**src/rtl/serving_loader_pkg.sv**
```systemverilog
// Shared constants for the serving_loader boot-image loader: FSM state encoding,
// word lane count and sticky error bit positions.
package serving_loader_pkg;

  localparam int LANES   = 4;
  localparam int ERR_OVF = 0;
  localparam int ERR_VFY = 1;

  typedef enum logic [2:0] {
    ST_IDLE   = 3'd0,
    ST_FILL   = 3'd1,
    ST_WRITE  = 3'd2,
    ST_VERIFY = 3'd3,
    ST_DONE   = 3'd4
  } state_t;

  // Expands a byte-lane select into a 32-bit bit mask.
  function automatic logic [31:0] sel_mask(input logic [3:0] sel);
    logic [31:0] m;
    for (int i = 0; i < LANES; i++) m[i*8 +: 8] = {8{sel[i]}};
    return m;
  endfunction

endpackage

```
**src/rtl/serving_loader_pack.sv**
```systemverilog
// Byte-to-word packer: collects up to four bytes little-endian into one word and
// reports which lanes hold data. Unfilled lanes read as zero.
module serving_loader_pack
  import serving_loader_pkg::*;
(
  input  logic        i_clk,
  input  logic        i_rst_n,
  input  logic        i_clr,
  input  logic        i_push,
  input  logic [7:0]  i_byte,
  output logic [31:0] o_dat,
  output logic [3:0]  o_sel,
  output logic [1:0]  o_idx
);

  logic [2:0]  r_cnt;
  logic [31:0] r_dat;

  always_ff @(posedge i_clk or negedge i_rst_n) begin
    if (!i_rst_n) begin
      r_cnt <= 3'd0;
      r_dat <= 32'd0;
    end else if (i_clr) begin
      r_cnt <= 3'd0;
      r_dat <= 32'd0;
    end else if (i_push) begin
      r_dat[{r_cnt[1:0], 3'b000} +: 8] <= i_byte;
      r_cnt                            <= r_cnt + 3'd1;
    end
  end

  always_comb begin
    o_sel = 4'd0;
    for (int i = 0; i < LANES; i++) o_sel[i] = (r_cnt > 3'(i));
  end

  assign o_dat = r_dat;
  assign o_idx = r_cnt[1:0];

endmodule

```
**src/rtl/serving_loader.sv**
```systemverilog
// Streams a byte image into a shared byte RAM over Wishbone while holding the CPU
// in reset. Optional readback check enabled by defining SERVING_LOADER_VERIFY_EN.
module serving_loader
  import serving_loader_pkg::*;
#(
  parameter int depth = 256,
  parameter int aw    = $clog2(depth)
) (
  input  logic          i_clk,
  input  logic          i_rst_n,
  input  logic          i_start,
  input  logic          i_byte_valid,
  input  logic [7:0]    i_byte,
  input  logic          i_byte_last,
  output logic          o_byte_ready,
  output logic [aw-1:2] o_wb_adr,
  output logic [31:0]   o_wb_dat,
  output logic [3:0]    o_wb_sel,
  output logic          o_wb_we,
  output logic          o_wb_stb,
  input  logic [31:0]   i_wb_rdt,
  input  logic          i_wb_ack,
  output logic          o_cpu_rst,
  output logic          o_done,
  output logic [1:0]    o_err,
  output logic [2:0]    o_dbg_state
);

  // Handshakes: a byte moves when i_byte_valid && o_byte_ready at a rising edge;
  // a bus cycle holds stb/adr/dat/sel/we steady until the edge that sees i_wb_ack,
  // and stb falls on the following cycle.
  state_t          r_state;
  logic [aw-3:0]   r_adr;
  logic            r_wrapped;
  logic            r_last;
  logic [1:0]      r_err;

  logic            w_start;
  logic            w_push;
  logic            w_clr;
  logic            w_word_done;
  logic            w_vfy_bad;
  logic [31:0]     w_dat;
  logic [3:0]      w_sel;
  logic [1:0]      w_idx;

  assign w_start = i_start && (r_state == ST_IDLE || r_state == ST_DONE);
  assign w_push  = (r_state == ST_FILL) && i_byte_valid && !r_wrapped;
  assign w_clr   = w_start || w_word_done;

`ifdef SERVING_LOADER_VERIFY_EN
  assign w_word_done = (r_state == ST_VERIFY) && i_wb_ack;
  assign w_vfy_bad   = |((i_wb_rdt ^ w_dat) & sel_mask(w_sel));
`else
  logic w_unused_rdt;
  assign w_word_done  = (r_state == ST_WRITE) && i_wb_ack;
  assign w_vfy_bad    = 1'b0;
  assign w_unused_rdt = ^i_wb_rdt;
`endif

  serving_loader_pack u_pack (
    .i_clk   (i_clk),
    .i_rst_n (i_rst_n),
    .i_clr   (w_clr),
    .i_push  (w_push),
    .i_byte  (i_byte),
    .o_dat   (w_dat),
    .o_sel   (w_sel),
    .o_idx   (w_idx)
  );

  always_ff @(posedge i_clk or negedge i_rst_n) begin
    if (!i_rst_n) begin
      r_state   <= ST_IDLE;
      r_adr     <= '0;
      r_wrapped <= 1'b0;
      r_last    <= 1'b0;
      r_err     <= 2'b00;
    end else begin
      case (r_state)
        ST_IDLE, ST_DONE: begin
          if (i_start) begin
            r_state   <= ST_FILL;
            r_adr     <= '0;
            r_wrapped <= 1'b0;
            r_last    <= 1'b0;
            r_err     <= 2'b00;
          end
        end
        ST_FILL: begin
          // Once the address has wrapped the RAM is full; further bytes are dropped.
          if (i_byte_valid) begin
            if (r_wrapped) begin
              r_err[ERR_OVF] <= 1'b1;
              r_state        <= ST_DONE;
            end else if (w_idx == 2'd3 || i_byte_last) begin
              r_last  <= i_byte_last;
              r_state <= ST_WRITE;
            end
          end
        end
`ifdef SERVING_LOADER_VERIFY_EN
        ST_WRITE: begin
          if (i_wb_ack) r_state <= ST_VERIFY;
        end
        ST_VERIFY: begin
          if (i_wb_ack && w_vfy_bad) r_err[ERR_VFY] <= 1'b1;
        end
`else
        ST_WRITE: ;
`endif
        default: r_state <= ST_IDLE;
      endcase

      if (w_word_done) begin
        r_adr   <= r_adr + 1'b1;
        r_state <= r_last ? ST_DONE : ST_FILL;
        if (&r_adr) r_wrapped <= 1'b1;
      end
    end
  end

  assign o_wb_adr     = r_adr;
  assign o_wb_dat     = w_dat;
  assign o_wb_sel     = (r_state == ST_VERIFY) ? 4'hf : w_sel;
  assign o_wb_we      = (r_state == ST_WRITE);
  assign o_wb_stb     = (r_state == ST_WRITE) || (r_state == ST_VERIFY);
  assign o_byte_ready = (r_state == ST_FILL);
  assign o_cpu_rst    = (r_state == ST_FILL) || (r_state == ST_WRITE) || (r_state == ST_VERIFY);
  assign o_done       = (r_state == ST_DONE);
  assign o_err        = r_err;
  assign o_dbg_state  = r_state;

endmodule

```
**config.mk**
```make
export PLATFORM = sky130hd
export DESIGN_NAME = serving_loader
export DESIGN_NICKNAME = d
export VERILOG_FILES = /design/src/rtl/serving_loader_pkg.sv /design/src/rtl/serving_loader_pack.sv /design/src/rtl/serving_loader.sv
export SDC_FILE = /design/constraint.sdc
export NUM_CORES = 1
export LEC_CHECK = 0
export ABC_AREA = 1
export BUFFER_PORTS_ARGS = -buffer_cell sky130_fd_sc_hd__buf_2
export CORE_ASPECT_RATIO = 1.75
export CORE_MARGIN = 2
export CORE_UTILIZATION = 53
export DETAILED_ROUTE_END_ITERATION = 6
export PLACE_DENSITY = 0.85
export SETUP_SLACK_MARGIN = 0.15
export SLEW_MARGIN = 20
export SYNTH_ARGS = -nofsm -noshare
export SYNTH_HDL_FRONTEND = slang
export SYNTH_HIERARCHICAL = 1
export SYNTH_SLANG_ARGS = --single-unit
```
**constraint.sdc**
```tcl
create_clock -name i_clk -period 2.76 [get_ports i_clk]
set_input_delay 0.276 -clock i_clk [delete_from_list [all_inputs] [get_ports i_clk]]
set_output_delay 0.276 -clock i_clk [all_outputs]
set_load 0.05 [all_outputs]
```
==> results.toml <==
[setup_path]
critPathMaxFanout = 15
reg2reg_depth = 7
end_kind = "output port"
cp.arrival_ps = 2060
r2r_start = "u_pack/r_cnt[0]"
cpMaxStageDelayCell = "dfrtp_1"
cp_top_family = "flip-flops"
crit_top_cell = "inv_1"
crit_chain = "inv_1 > ha_1 > o21ai_0 > inv_1 > nand2_1 > buf_2"
cp-start-kind = "flop"
cp_data_required_time_ps = 2480
slowest_delay_ps = 630
path_buf_inv = 3
reg2reg_setup_slack_ps = 900
worstSetupPathType = "reg -> out"
reg2reg_to = "u_pack/o_dat[1]"

[routing]
vias_per_cell = 5.17
met3_length_um = 320
routed.top_layer = "met4"
postRouteWirelength_mm = 5.69
vias = 2317
wl_per_cell_um = 12.7
wl_met1_mm = 2.11
wl_met2_mm = 3.04
drtAntennaViolNets = 0
drt_iter0_drc = 113
drc = 0
drt-pass1-iter-count = 4

[synthesis]
yosys_warnings = 6
ys_types = 25
seq_area_frac_synth_pct = 45.5
avgSynthCellArea_um2 = 7.83
postSynth.asyncResetShare_pct = 100
synth-edff-count = 0
synth_area_um2 = 2580
synth-main-ff-cell = "dfrtp_1"
synth_top_area_share_pct = 45.5
synth_top_area_cell = "dfrtp_1"
syn_inst = 330
synth_area_leaders = "dfrtp_1 46%, nand2_1 18%, inv_1 5.4%"
synth-seq-cells = 47
synth_fp_nets = 384

[power]
p_leak_nw = 1.83
p_int_mw = 1.48
total_power_mw = 3.17
switching_share_pct = 53.3
p_clk_share_pct = 16.3
comb_power_share_pct = 54.5
worst_ir_drop_vdd_mv = 0.865
seq_power_share_pct = 29.2
power_density_nw_per_um2 = 1040
power_switching_mw = 1.69

[sta]
fin_crit_sh_pct = 84.8
grt_setup_unrepaired = "false"
finalCriticalPeriod_ps = 2340
setup_viol = 0
fmax_ghz = 0.427
hold_slack_ps = -43.1
tightest_slew_ps = 571
slew_violations = 0
skew_ps = 8.94
finalSetupTns_ps = 0
finalHoldViolCount = 47
relSlewSlack_pct = 62.0

[die]
io_pins = 98
die_h_um = 96.4
core_area_um2 = 4710
die_x_um = 56.8
die_area_um2 = 5470
row_count = 33
start_util_pct = 54.9

[worst_hold_path]
hp-class = "in -> async"

[global_route]
grt_remaining_overflow = 0
grt.total_usage_pct = 23.3
antenna_found_initial = 0
grt_max_degree = 48
grt_pass1_wl_mm = 9.85
grt_pass1_vias = 2241

[cells_and_area]
antenna_cells = 0
drive_above_1_share_pct = 25.8
area_growth_pct = 17.6
layout.nets = 449

[cts]
cts_htree_levels = 2
clk_latency_ps = 310
post-cts-setup-buffers = 0
cts.sinks = 47
cts_tree = "built"
clockBufferDepth = 2
cts_resized = 0
cts_hold_buf = 0
cts.clk_slew.worst_paths_ps = 90
cts_root_buffer = "clkbuf_8"
numCtsBuffers = 5

[place]
dpl.hpwl_mm = 4.37
place_congestion = 0.865
portBuffers = 64

[run]
cap_violations = 0

[status]
status = "finished, violations left"
failed_checks = "hold timing"
-- sequential cells by signal, indices dropped and copies added (netlist names) --
register and count:
o_dbg_state 3, r_wrapped 1, o_err 1, o_wb_adr 6
u_pack/r_cnt 3, u_pack/o_dat 32, r_last 1
-- Yosys cell counts, types with 4 or more instances --
library cell / number
nand3_1: 22
inv_2: 4
o21ai_1: 5
a21oi_4: 4
o21ai_0: 12
dfrtp_1: 47
ha_1: 8
nor2_4: 6
inv_1: 37
nor2_2: 5
a21oi_1: 4
nor2_1: 28
nand2_1: 125
buf_4: 4
-- area by class of cell --
type	instances	area [µm²]
fill	435	1670
timing repair buffer	65	330
sequential	47	1180
clock buffer	5	68.8
clock inverter	3	47.5
inverter	42	163
multi-input combinational	234	1190
tap	52	65.1
-- power by group through the flow --
| stage | Combinational, mW | Sequential (mW) | Clock (mW) |
|---|---|---|---|
| floorplan | 1.10 | 1.25 | 0 |
| global placement | 1.70 | 0.932 | 0 |
| detailed placement | 1.73 | 0.940 | 0 |
| CTS | 1.74 | 0.929 | 0.533 |
| global route | 1.88 | 0.952 | 0.556 |
| finish | 1.73 | 0.926 | 0.516 |
-- how the worst max path moves through the flow --
stage                    start              end  slack, ps  cells past startpoint
2_1_floorplan   o_dbg_state[1]  u_pack/o_dat[0]        550                     10
3_3_place_gp   u_pack/r_cnt[0]      o_wb_sel[2]        770                      6
3_5_place_dp   u_pack/r_cnt[0]      o_wb_sel[2]        770                      6
4_1_cts        u_pack/r_cnt[0]      o_wb_sel[2]        420                      6
5_1_grt        u_pack/r_cnt[0]      o_wb_sel[2]        180                      6
6_report       u_pack/r_cnt[0]      o_wb_sel[2]        420                      6
-- routing by layer --
| layer | GRT usage, % | up-vias |
|---|---|---|
| li1 | - | 1146 |
| met1 | 24.6 | 1073 |
| met2 | 43.0 | 80 |
| met3 | 4.03 | 18 |
| met4 | 13.2 | 0 |
| met5 | 0 | - |
-- cells by family after synthesis --
logic type / after synthesis / share of synthesized area, %
other: 1 / 0.145
AOI/OAI and AO/OA: 27 / 7.07
and+or+nand+nor: 198 / 34.9
DFF: 47 / 45.5
adders and majority gates: 8 / 3.87
buffers and inverters: 49 / 8.52
-- cell usage in the layout (no fill, tap or decap), drive strengths merged --
cell / count
nor3: 1
nand2: 130
nand4: 4
dfrtp: 47
nor2: 39
bufinv: 1
nand3: 24
o22ai: 2
o21ai: 17
clkinv: 1
inv: 43
ha: 8
a21oi: 8
conb: 1
clkbuf: 5
buf: 65
-- through the flow --
stage	std cells	hold slack [ps]	setup WS, ps	util [%]	area (µm²)
after floorplan	330	-19.6	548	-	2580
after global placement	440	462	769	62.0	2920
after detailed placement	440	460	766	62.0	2920
after CTS	448	173	415	64.5	3040
after global routing	448	5.17	177	64.5	3040
final	448	-43.1	421	64.5	3040
Power figures use the tool's default switching activity.
